==> config.mk <==
export PLATFORM = sky130hd
export DESIGN_NAME = cla_addsub_pipe
export DESIGN_NICKNAME = d
export VERILOG_FILES = /design/src/rtl/cla_addsub_pipe.sv
export SDC_FILE = /design/constraint.sdc
export NUM_CORES = 1
export LEC_CHECK = 0
export CAP_MARGIN = 20
export CORE_ASPECT_RATIO = 1.1
export CORE_UTILIZATION = 51
export DETAILED_ROUTE_END_ITERATION = 10
export PLACE_DENSITY_LB_ADDON = 0.08
export SETUP_SLACK_MARGIN = 0.4
export SLEW_MARGIN = 20
export SYNTH_ARGS = -nofsm -noshare
export SYNTH_HDL_FRONTEND = slang
export SYNTH_SLANG_ARGS = --single-unit
==> constraint.sdc <==
create_clock -name clock -period 3.95 [get_ports clock]
set_input_delay 0.9875 -clock clock [delete_from_list [all_inputs] [get_ports clock]]
set_output_delay 0.9875 -clock clock [all_outputs]
set_load 0.01 [all_outputs]
==> src/rtl/cla_addsub_pipe.sv <==
// cla_addsub_pipe: block carry-lookahead adder/subtractor whose carry chain
// is cut into PIPE registered segments, with valid/ready on both sides.
module cla_addsub_pipe #(
    parameter int WIDTH = 32,
    parameter int BLOCK = 4,
    parameter int PIPE  = 2
) (
    input  logic             clock,
    input  logic             reset,
    input  logic             in_valid,
    output logic             in_ready,
    input  logic [WIDTH-1:0] a,
    input  logic [WIDTH-1:0] b,
    input  logic             sub,
    input  logic             cin,
    output logic             out_valid,
    input  logic             out_ready,
    output logic [WIDTH-1:0] result,
    output logic             cout,
    output logic             overflow,
    output logic             zero
);

    localparam int SEG  = WIDTH / PIPE;
    localparam int NGRP = SEG / BLOCK;

    typedef struct packed {
        logic           cmsb;
        logic           co;
        logic [SEG-1:0] s;
    } seg_t;

    // Group G/P per BLOCK bits, group carries, then bit carries inside a group.
    function automatic seg_t seg_add(
        input logic [SEG-1:0] x,
        input logic [SEG-1:0] y,
        input logic           ci
    );
        logic [SEG-1:0]  g;
        logic [SEG-1:0]  p;
        logic [SEG-1:0]  c;
        logic [NGRP-1:0] gg;
        logic [NGRP-1:0] gp;
        logic [NGRP:0]   gc;
        seg_t            o;
        g  = x & y;
        p  = x ^ y;
        c  = '0;
        gg = '0;
        gp = '1;
        gc = '0;
        gc[0] = ci;
        for (int j = 0; j < NGRP; j++) begin
            for (int i = 0; i < BLOCK; i++) begin
                gg[j] = g[j*BLOCK+i] | (p[j*BLOCK+i] & gg[j]);
                gp[j] = gp[j] & p[j*BLOCK+i];
            end
            gc[j+1] = gg[j] | (gp[j] & gc[j]);
        end
        for (int j = 0; j < NGRP; j++) begin
            c[j*BLOCK] = gc[j];
            for (int i = 1; i < BLOCK; i++) begin
                c[j*BLOCK+i] = g[j*BLOCK+i-1]
                             | (p[j*BLOCK+i-1] & c[j*BLOCK+i-1]);
            end
        end
        o.s    = p ^ c;
        o.co   = gc[NGRP];
        o.cmsb = c[SEG-1];
        return o;
    endfunction

    logic             stage_valid [PIPE];
    logic             stage_carry [PIPE];
    logic [WIDTH-1:0] stage_sum   [PIPE];
    logic [WIDTH-1:0] stage_a     [PIPE];
    logic [WIDTH-1:0] stage_b     [PIPE];
    logic             stage_ovf;

    logic             nxt_valid [PIPE];
    logic             nxt_carry [PIPE];
    logic             nxt_cmsb  [PIPE];
    logic [WIDTH-1:0] nxt_sum   [PIPE];
    logic [WIDTH-1:0] nxt_a     [PIPE];
    logic [WIDTH-1:0] nxt_b     [PIPE];

    logic adv;

    assign adv      = !out_valid || out_ready;
    assign in_ready = adv;

    // Operands shift right by SEG each stage; results enter at the top.
    for (genvar k = 0; k < PIPE; k++) begin : g_seg
        logic [WIDTH-1:0] ax;
        logic [WIDTH-1:0] bx;
        logic [WIDTH-1:0] sx;
        logic             cx;
        logic             vx;
        seg_t             sg;

        if (k == 0) begin : g_head
            assign ax = a;
            assign bx = b ^ {WIDTH{sub}};
            assign sx = '0;
            assign cx = sub | cin;
            assign vx = in_valid;
        end else begin : g_body
            assign ax = stage_a[k-1];
            assign bx = stage_b[k-1];
            assign sx = stage_sum[k-1];
            assign cx = stage_carry[k-1];
            assign vx = stage_valid[k-1];
        end

        assign sg           = seg_add(ax[SEG-1:0], bx[SEG-1:0], cx);
        assign nxt_valid[k] = vx;
        assign nxt_carry[k] = sg.co;
        assign nxt_cmsb[k]  = sg.cmsb;
        assign nxt_a[k]     = ax >> SEG;
        assign nxt_b[k]     = bx >> SEG;
        assign nxt_sum[k]   = (sx >> SEG)
                            | (WIDTH'(sg.s) << (WIDTH - SEG));
    end

    always_ff @(posedge clock or posedge reset) begin
        if (reset) begin
            for (int k = 0; k < PIPE; k++) begin
                stage_valid[k] <= 1'b0;
                stage_carry[k] <= 1'b0;
                stage_sum[k]   <= '0;
                stage_a[k]     <= '0;
                stage_b[k]     <= '0;
            end
            stage_ovf <= 1'b0;
        end else if (adv) begin
            for (int k = 0; k < PIPE; k++) begin
                stage_valid[k] <= nxt_valid[k];
                stage_carry[k] <= nxt_carry[k];
                stage_sum[k]   <= nxt_sum[k];
                stage_a[k]     <= nxt_a[k];
                stage_b[k]     <= nxt_b[k];
            end
            stage_ovf <= nxt_carry[PIPE-1] ^ nxt_cmsb[PIPE-1];
        end
    end

    assign out_valid = stage_valid[PIPE-1];
    assign result    = stage_sum[PIPE-1];
    assign cout      = stage_carry[PIPE-1];
    assign overflow  = stage_ovf;
    assign zero      = ~|result;

endmodule

# Word-level counts from Yosys, hierarchy flattened
# Index checks and enable logic that the tools add are counted.
# classes
addsub	0
n_mul	0
div_mod_pow	0
n_lt_le_gt_ge	0
n_eq_ne	0
n_shift	0
n_mux	0
bitwise	146
reduce_logical	4
# ops
operator	n
$and 1x1->1	80
$xor 16x16->16	4
$or 1x1->1	57
$and 16x16->16	2
$or 16x32->32	1
$reduce_or 32->1	1
$xor 32x32->32	1
$logic_not 1->1	2
$logic_or 1x1->1	1
$xor 1x1->1	1
# totals
register_bits	85
latchBits	0
mem_bits_rw	0
romBits	0
inputBits	70
output_inout_bits	37
word_cells	159
mem_count	0

# Logic depth before layout (Yosys ltp)
# Gate-level depths: netlist of the first run.
# depth
ltp_word	20
ltp_mapped	13
ltp_nobuf	11

# Worst setup path after synthesis of the first run
# No wires, ideal clock.
# synth_timing
path_kind	input to register
startpoint	in sub
endpoint	reg stage_sum, in the netlist g_seg[1].sx[31]
arrival_ps	3931
required_time_ps	3873
setup_slack_ps	-58
path_stages	13
path_buffers	2
cell_sequence	buf_4 buf_2 xor2_1 ha_1 a21oi_1 a211oi_2 nor3_2 o21a_1 fa_1 fa_1 fa_1 xor2_1 a21oi_1
# synth_via
elab_chain_cells	20
word_cells_on_any_way	44
classes_between	bitwise (44)
# synth_rtl
item	line_no	source
from (decl)	14	input logic sub,
$xor 32x32->32	103	assign bx = b ^ {WIDTH{sub}};
$xor 16x16->16 / $and 16x16->16 (equally long branches)	47, 46	
$and 1x1->1	55	gg[j] = g[j*BLOCK+i] | (p[j*BLOCK+i] & gg[j]);
$or 1x1->1	55	
$and 1x1->1	55	
$or 1x1->1	55	
$and 1x1->1	55	
$or 1x1->1	55	
[4 not listed]	-	
$or 1x1->1	58	gc[j+1] = gg[j] | (gp[j] & gc[j]);
$and 1x1->1	64	| (p[j*BLOCK+i-1] & c[j*BLOCK+i-1]);
$or 1x1->1	64	
$and 1x1->1	64	
$or 1x1->1	64	
$and 1x1->1	64	
$or 1x1->1	64	
$xor 16x16->16 *	67	o.s = p ^ c;
to (signal, indexed assignment)	139	stage_sum[k] <= nxt_sum[k];
to (decl)	75	logic [WIDTH-1:0] stage_sum [PIPE];
# Every way passes the cells marked *; elsewhere a longest branch is shown, timed or not.
# A chain may end at the register's enable or synchronous reset.

# Worst setup path in the final report of the first run
# layout_timing
startpoint	in b[1]
endpoint	reg stage_sum, in the netlist g_seg[1].sx[23]
# layout_via
elab_chain_cells	16
word_cells_on_any_way	21
classes_between	bitwise (21)
# layout_rtl
item	line_no	source
from (decl)	13	input logic [WIDTH-1:0] b,
$xor 32x32->32 *	103	
$xor 16x16->16	47	p = x ^ y;
$and 1x1->1	55	
$or 1x1->1	55	
$and 1x1->1	55	
$or 1x1->1	55	
$and 1x1->1	55	
$or 1x1->1	55	
$or 1x1->1 *	58	
$and 1x1->1 *	64	
$or 1x1->1 *	64	
$and 1x1->1 *	64	
$or 1x1->1 *	64	
$and 1x1->1 *	64	
$or 1x1->1 *	64	
$xor 16x16->16 *	67	
# Marked as above.

==> impl_results.md, run 1 <==
- Status: finished clean
- Buffer depth of the longest clock path: 2
- Setup violations, final: 0
- First-pass GRT wire length: 18200 µm
- Period utilization: 87.6%
- Drt pass-1 iters: 4
- Half-perimeter wire length after placement: 7800 µm
- Most area-consuming cells after synthesis: dfrtp_1, nand2_1, fa_1
- Number of synthesized flops with an enable pin: 0
- Max-Cap Viols: 0
- Sequential share of the synthesized area: 43.6%
- Top_reg_cell synth: dfrtp_1
- Die H: 105 µm
- Cell taking the most area after synthesis: dfrtp_1
- Clock Latency Late Sink: 0.36 ns
- Clock-pin slew on the worst setup and hold paths: 0.09 ns
- Final Util: 69.7%
- Synth Register Bits: 85
- CP delay by family, top: adder cells
- Global route overflow: 0
- Final #Nets: 752
- Layout cell share with drive strength beyond 1: 9.98%
- Critical Path Sink Type: register
- Starting Density: 52.5%
- Area grow syn2layout: 32.8%
- Buf/Inv on CP: 2
- Syn Area/Cell: 9.46 µm²
- Most common cell after layout, fill and taps aside: nand2_1
- Initial antenna violation count: 0
- Leakage: 0.00310 µW
- Starting DRT DRC Count: 253
- Worst clock skew: 0.00790 ns
- Min cycle time layout: 3.46 ns
- GPL Wtd Cong: 0.848
- Die width: 95.3 µm
- Final hold vios: 0
- Core box area: 9310 µm²
- Mapped Area: 4880 µm²
- Worst hold path class: reg2reg
- Worst-Margin Slew: 0.826 ns
- Wire per inst: 14.4 µm
- Power per Cell Area: 502 nW/µm²
- CP max FO: 2
- Worst vdd ir: 378 µV
- Post-cts hold buffer count: 0
- Area share of the largest cell type after synthesis: 43.6%
- Post-route ant nets: 0
- Fraction of registers with async set/reset: 100%
- Placed Area: 6080 µm²
- Vias in the first global route: 3891
- Largest net degree at the start of global routing: 90
- Req. time, crit path: 4.16 ns
- Cts bufs inserted: 9
- Full die area: 9970 µm²
- Via density: 5.02
- Ant. Diodes: 0
- Fin area: 6480 µm²
- Fmax: 0.289 GHz
- Setup TNS: 0 ns
- Slew HR: 44.9%
- Final Slew Violations: 0
- DRC Markers: 0
- Clock sinks: 85
- WHS: 0.465 ns
- Max incr delay on CP: 0.43 ns
- Synthesized netlist cell count: 516
- Cell variety after synth: 35
- CTS tree: built
- Critical path class: in2reg
- Setup crit start kind: input pin
- Syn Nets: 642
- Overall Global Routing Usage: 23.7%
- Clock Root Buffer: clkbuf_8
- CP max stage cell: fa_1
- Io pins: 107
- Total wire length: 10800 µm
- Most frequent cells in the layout: nand2_1, clkdlybuf4s50_1, dfrtp_1
- # rows: 37
- # H-tree levels: 3
- CP cell instances: dlygate4sd2_1 > xor2_2 > ha_4 > o211ai_4 > buf_4 > a21oi_1 > nor2b_1 > fa_1 > fa_2 > fa_1 > xor2_1 > a21oi_1
- WP data arrival: 3.67 ns
- Buffers on Ports: 106
- RSZ-0062 raised after global routing: true
- Via count: 3757
- Synth warn: 0
[cells in the mapped netlist (all sizes together), types with 7 or more instances]
cell type and number:
nand2 159, dfrtp 85, inv 33, ha 32
a21oi 28, o21ai 26, fa 24, nor2 23
xnor2 20, xor2 20, buf 14, clkbuf 9
nor4 9, a21o 8, nand4 7
[worst paths after layout]
check,cells after the start,start,slack [ns],endpoint
worst max-delay path,12,b[1],0.49,g_seg[1].sx[23]
worst min-delay path,2,g_seg[1].vx,0.46,g_seg[1].vx
worst max register to register,11,g_seg[1].ax[5],0.50,overflow
worst min register to register,2,g_seg[1].vx,0.46,g_seg[1].vx
max in group asynchronous,3,reset,2.55,result[26]
min in group asynchronous,3,reset,1.01,result[10]
[stage by stage]
stage,power (µW),setup slack (ns),instances
CTS,3250,0.386,745
detailed placement,2550,-0.0847,725
finish,3250,0.491,748
global placement,2500,-0.0130,725
floorplan,1970,0.251,516
global route,3490,0.369,748
[power breakdown]
group          switching, µW  internal (µW)
Combinational            581            651
Sequential               211           1120
Clock                    331            358
[area by class of cell]
| class | instances | area [µm²] |
|---|---|---|
| sequential | 85 | 2130 |
| clock buffer | 9 | 124 |
| inverter | 33 | 125 |
| fill | 753 | 2820 |
| timing repair buffer | 122 | 1200 |
| clock inverter | 7 | 98.8 |
| tap | 117 | 146 |
| multi-input combinational | 375 | 2670 |
[layer usage]
| metal | GRT usage [%] | vias up | routed length [µm] |
|---|---|---|---|
| li1 | - | 1879 | - |
| met1 | 33.7 | 1785 | 4980 |
| met2 | 36.3 | 79 | 5240 |
| met3 | 3.64 | 14 | 422 |
| met4 | 9.09 | 0 | 160 |
| met5 | 0 | - | 0 |
[cells by family (layout without fill, tap and decap cells)]
kind of cell	count (synthesis)	count (layout)	share of synthesized area, %
buf+inv	56	171	4.72
xor+xnor	40	40	7.18
simple gates	206	206	17.3
fa+ha+maj	56	56	18.0
compound gates	72	72	9.02
flops	85	85	43.6
mux	1	1	0.205
[registers in the layout (all words and copies together) (netlist names)]
| signal | count |
|---|---|
| g_seg.cx | 1 |
| cout | 1 |
| g_seg.vx | 1 |
| g_seg.bx | 16 |
| overflow | 1 |
| g_seg.ax | 16 |
| out_valid | 1 |
| result | 32 |
| g_seg.sx | 16 |
[worst register-to-register path: cells and delay by family (launching register included)]
family          cells  cell delay (ns)
compound gates      3             0.49
fa+ha+maj           4             1.48
mux                 1             0.15
simple gates        3             0.78
flops               1             0.43
[what timing repair did]
action,CTS,global route
buffers inserted,4,3
resized for setup,15,17
gates cloned,0,0
pin swaps,18,11
endpoints found under the setup margin,5,7
Note: power is estimated with default switching activity, not from simulation.
==> inputs of run 2 (changes only) <==
--- a/config.mk
+++ b/config.mk
@@ -9,8 +9,10 @@
 export CORE_ASPECT_RATIO = 1.1
 export CORE_UTILIZATION = 51
 export DETAILED_ROUTE_END_ITERATION = 10
+export GPL_ROUTABILITY_DRIVEN = 1
 export PLACE_DENSITY_LB_ADDON = 0.08
 export SETUP_SLACK_MARGIN = 0.4
+export SKIP_CTS_REPAIR_TIMING = 1
 export SLEW_MARGIN = 20
 export SYNTH_ARGS = -nofsm -noshare
 export SYNTH_HDL_FRONTEND = slang
==> impl_results.md, run 2 (same netlist as run 1, synthesis figures left out) <==
- Most common cell after layout, fill and taps aside: nand2_1
- Starting Density: 52.5%
- Req. time, crit path: 4.19 ns
- Cts bufs inserted: 9
- Worst-Margin Slew: 0.819 ns
- Setup violations, final: 0
- Placed Area: 6080 µm²
- Worst hold path class: reg2reg
- Critical path class: reg2reg
- Drt pass-1 iters: 4
- CTS tree: built
- Worst clock skew: 0.00843 ns
- Final #Nets: 750
- Fill cells: 748
- Slew HR: 45.4%
- Max reg flops: 32
- Hold Crit Start: g_seg[1].vx
- WP data arrival: 3.69 ns
- Min cycle time layout: 3.45 ns
- Core box area: 9310 µm²
- # H-tree levels: 3
- Via count: 3800
- DRC Markers: 0
- Period utilization: 87.3%
- Via density: 5.09
- Most frequent cells in the layout: nand2_1, clkdlybuf4s50_1, dfrtp_1
- Placed insts: 725
- Fmax: 0.290 GHz
- Setup ws final: 0.503 ns
- Final Slew Violations: 0
- Reg2reg start: g_seg[1].ax[5]
- Starting DRT DRC Count: 234
- Half-perimeter wire length after placement: 7800 µm
- Setup TNS: 0 ns
- Clock Root Buffer: clkbuf_8
- Area grow syn2layout: 33.5%
- RSZ-0062 raised after global routing: false
- Wire per inst: 14.5 µm
- Setup crit start kind: register
- Clock sinks: 85
- Clock Latency Late Sink: 0.36 ns
- Die H: 105 µm
- Global route overflow: 0
- # rows: 37
- Largest net degree at the start of global routing: 90
- Buffers on Ports: 106
- Worst Setup SP: g_seg[1].ax[5]
- Final hold vios: 0
- Post-route ant nets: 0
- Multi-input logic area: 2680 µm²
- Ant. Diodes: 0
- First-pass GRT wire length: 18000 µm
- Leakage: 0.00317 µW
- Fin area: 6520 µm²
- Layout cell share with drive strength beyond 1: 10.0%
- Overall Global Routing Usage: 23.4%
- DP Worst Slack: -0.0847 ns
- Total wire length: 10800 µm
- Clock-pin slew on the worst setup and hold paths: 0.09 ns
- Buffer depth of the longest clock path: 2
- Critical Path Sink Type: register
- Tot Pwr: 3250 µW
- Power per Cell Area: 499 nW/µm²
- Vias in the first global route: 3836
- GPL Wtd Cong: 0.848
- Die width: 95.3 µm
- CP max FO: 5
- Worst vdd ir: 379 µV
- Initial antenna violation count: 0
- Non-filler instance count after layout: 746
- Sequential cell area: 2130 µm²
- Io pins: 107
- Status: finished clean
- Full die area: 9970 µm²
- Max-Cap Viols: 0
-- run 2: cell types whose count changed in the layout (fill, tap and decap cells not counted) --
cell / before / now
xor2_2: 5 / 6
dlygate4sd2_1: 8 / 0
xor2_1: 15 / 14
o211ai_4: 1 / 0
buf_6: 0 / 1
buf_4: 16 / 13
dlymetal6s2s_1: 6 / 16
ha_1: 27 / 26
clkdlybuf4s50_1: 91 / 89
ha_4: 5 / 6
o211ai_2: 0 / 1
-- run 2: report_power, final --
part	internal, µW	switching, µW
registers	1120	211
logic	650	579
clock network	358	332
-- run 2: layout make-up --
| cell class | count | share of cell area [%] |
|---|---|---|
| repair buffers | 120 | 18.7 |
| multi-input cells | 375 | 41.1 |
| well taps | 117 | 2.25 |
| clock inverters | 7 | 1.52 |
| flip-flops and latches | 85 | 32.6 |
| clock buffers | 9 | 1.90 |
| inverters | 33 | 1.92 |
-- run 2: routing by layer --
| metal | GRT usage, % | vias up | part of all wire [%] |
|---|---|---|---|
| met5 | 0 | - | 0 |
| met4 | 9.42 | 0 | 1.6 |
| met3 | 3.64 | 17 | 4.1 |
| met2 | 35.5 | 99 | 49 |
| met1 | 33.3 | 1808 | 46 |
| li1 | - | 1876 | - |
-- run 2: path summary, 6_finish.rpt --
check,endpoint,slack [ns],cells after the start
worst max-delay path,overflow,0.50,11
worst min-delay path,g_seg[1].vx,0.47,2
worst max register to register,overflow,0.50,11
worst min register to register,g_seg[1].vx,0.47,2
max in group asynchronous,result[26],2.55,3
min in group asynchronous,result[10],1.02,3
-- run 2: stage by stage --
| stage | util (%) | hold WS [ns] |
|---|---|---|
| finish | 70.0 | 0.467 |
| global route | 70.0 | 0.489 |
| CTS | 67.7 | 0.469 |
| detailed placement | 65.3 | 0.449 |
| global placement | 65.3 | 0.442 |
| floorplan | - | 0.430 |
-- run 2: worst max-delay path, cell delays in order (launching register included) --
cell      delay [ns]
dfrtp_1         0.43
ha_1            0.33
a21oi_1         0.15
o21a_1          0.21
o221ai_2        0.13
or2_2           0.32
fa_1            0.38
fa_2            0.36
fa_2            0.41
or3_1           0.39
mux2i_1         0.15
nor4_1          0.06
==> patch: new RTL, flow settings as in run 1 <==
Put one more register stage on the output `overflow`, without a reset. The value now appears one clock later. The other outputs are not delayed to match.
--- a/src/rtl/cla_addsub_pipe.sv
+++ b/src/rtl/cla_addsub_pipe.sv
@@ -148,5 +148,7 @@
     assign result    = stage_sum[PIPE-1];
     assign cout      = stage_carry[PIPE-1];
-    assign overflow  = stage_ovf;
+    always_ff @(posedge clock) begin
+        overflow <= stage_ovf;
+    end
     assign zero      = ~|result;
 
Check against the original RTL: not equivalent (Yosys sat finds a counterexample within 4 cycles, from zero or initial values and one cycle with reset high).
==> patch against run 1 <==
Final area down 1.7%. Worst setup slack worse by 0.038 ns. Via count down 1.4%. Synthesized area up 0.41%. Critical endpoint is now g_seg[1].sx[30]$_DFFE_PP0P_. Highest routed layer unchanged. Largest power group unchanged. Maximum frequency down 1.1%. Critical path type unchanged. Sequential cell count up 1. Total power down 3.6%. Synthesized cell count up 0.19%. Routed wire length down 1.4%.
==> patch: results (changes against run 1) <==
[status]
status=complete, no violations  ; unchanged

[setup_path]
crit_slowest_cell=fa_2  ; was fa_1
r2r-end=stage_ovf$_DFFE_PP0P_  ; was overflow$_DFFE_PP0P_
max_stage_delay_ns=0.52  ; was 0.43 ns
r2r-start=g_seg[1].ax[2]$_DFFE_PP0P_  ; was g_seg[1].ax[5]$_DFFE_PP0P_

[routing]
drt-initial-drc-count=210  ; was 253
vias_per_cell=4.95  ; was 5.02
wirelength_microns=10700  ; was 10800 microns
wl_per_cell_microns=14.2  ; was 14.4 microns
drt-pass1-iter-count=5  ; was 4

[logic_synthesis]
seq_area_frac_synth_pct=43.8  ; was 43.6%
avgSynthCellArea_sq_um=9.48  ; was 9.46 sq um
synthDistinctLibCells=36  ; was 35
ys_async_sr_fraction_pct=98.8  ; was 100%
synth_nets=643  ; was 642
synth_area_leaders=dfrtp_1 (43%), nand2_1 (12%), fa_1 (9.8%), ha_1 (8.2%), xnor2_1 (3.6%)  ; was dfrtp_1 (44%), nand2_1 (12%), fa_1 (9.8%), ha_1 (8.2%), xnor2_1 (3.6%)

[sta]
hold_ws_ns=0.408  ; was 0.465 ns
slew_headroom_pct=45.7  ; was 44.9%
final.setup_skew_ns=0.0121  ; was 0.00790 ns

[global_route]
grt_pass1_wl_microns=17700  ; was 18200 microns

[finish]
syn_to_final_growth_pct=30.0  ; was 32.8%
fillCellCount=791  ; was 753

[placed_design]
place_inst=726  ; was 725
gp_congestion=0.879  ; was 0.848
dpl_cell_area_sq_um=6100  ; was 6080 sq um

[worst_hold_path]
min_to=overflow$_DFF_P_  ; was g_seg[1].vx$_DFFE_PP0P_
worstHoldPathCells=0  ; was 2
hp-start=stage_ovf$_DFFE_PP0P_  ; was g_seg[1].vx$_DFFE_PP0P_

[power_and_ir_drop]
power.share.switching_pct=34.9  ; was 34.5%

## patch: cell types whose count changed after synthesis, sizes merged
cell and change:
dfxtp +1
## patch: worst max path at each step
stage | slack (ns) | to
CTS | 0.45 | g_seg[1].sx[30]$_DFFE_PP0P_
global route | 0.38 | stage_ovf$_DFFE_PP0P_
global placement | -0.02 | g_seg[1].sx[30]$_DFFE_PP0P_
detailed placement | -0.06 | g_seg[1].sx[30]$_DFFE_PP0P_
floorplan | 0.25 | g_seg[1].sx[30]$_DFFE_PP0P_
finish | 0.45 | g_seg[1].sx[30]$_DFFE_PP0P_
## patch: timing repair
item                                    4_1_cts  5_1_grt
endpoints found under the setup margin        4        5
setup buffers                                 3        3
pin swaps                                    16        8
gates resized for setup                      14        7
## patch: kinds of logic (layout without fill, tap and decap cells)
group | count (synthesis) | after routing | share of synthesized area, %
compound gates | 72 | 72 | 8.98
xor+xnor | 40 | 40 | 7.15
fa+ha+maj | 56 | 56 | 18.0
buf+inv | 56 | 170 | 4.70
flops | 86 | 86 | 43.8
mux | 1 | 1 | 0.204
simple gates | 206 | 206 | 17.2
## patch: final cells by class
cell class	instances	share of cell area, %
clock inverters	3	0.294
well taps	117	2.30
clock buffers	13	2.49
multi-input cells	375	40.7
inverters	33	1.96
flip-flops and latches	86	33.7
repair buffers	121	18.5
## patch: worst reg2reg max path: cells and delay by family, from the launching register on
| kind | cells | cell delay (ns) |
|---|---|---|
| adder cells (fa/ha/maj) | 4 | 1.50 |
| AND/OR/NAND/NOR | 3 | 0.75 |
| AO/OA/AOI/OAI | 3 | 0.53 |
| flip-flops | 1 | 0.43 |
| multiplexers | 1 | 0.14 |
## patch: routing by layer
layer | wire [microns] | vias to the layer above | track usage [%]
met5 | 0 | - | 0
met4 | 131 | 0 | 7.36
met3 | 564 | 11 | 5.60
met2 | 4990 | 77 | 35.5
met1 | 4960 | 1743 | 32.8
li1 | - | 1872 | -
## patch: power groups by stage
stage	clock network, mW	registers, mW	logic [mW]
6_report	0.574	1.34	1.22
5_1_grt	0.625	1.38	1.37
4_1_cts	0.591	1.35	1.22
3_5_place_dp	0	1.36	1.20
3_3_place_gp	0	1.35	1.17
2_1_floorplan	0	1.38	0.598
## patch: per-stage QoR
stage | setup TNS (ns) | total power, mW
after detailed placement | -0.137 | 2.57
after floorplan | 0 | 1.98
final | 0 | 3.13
after CTS | 0 | 3.16
after global routing | 0 | 3.38
after global placement | -0.0160 | 2.53
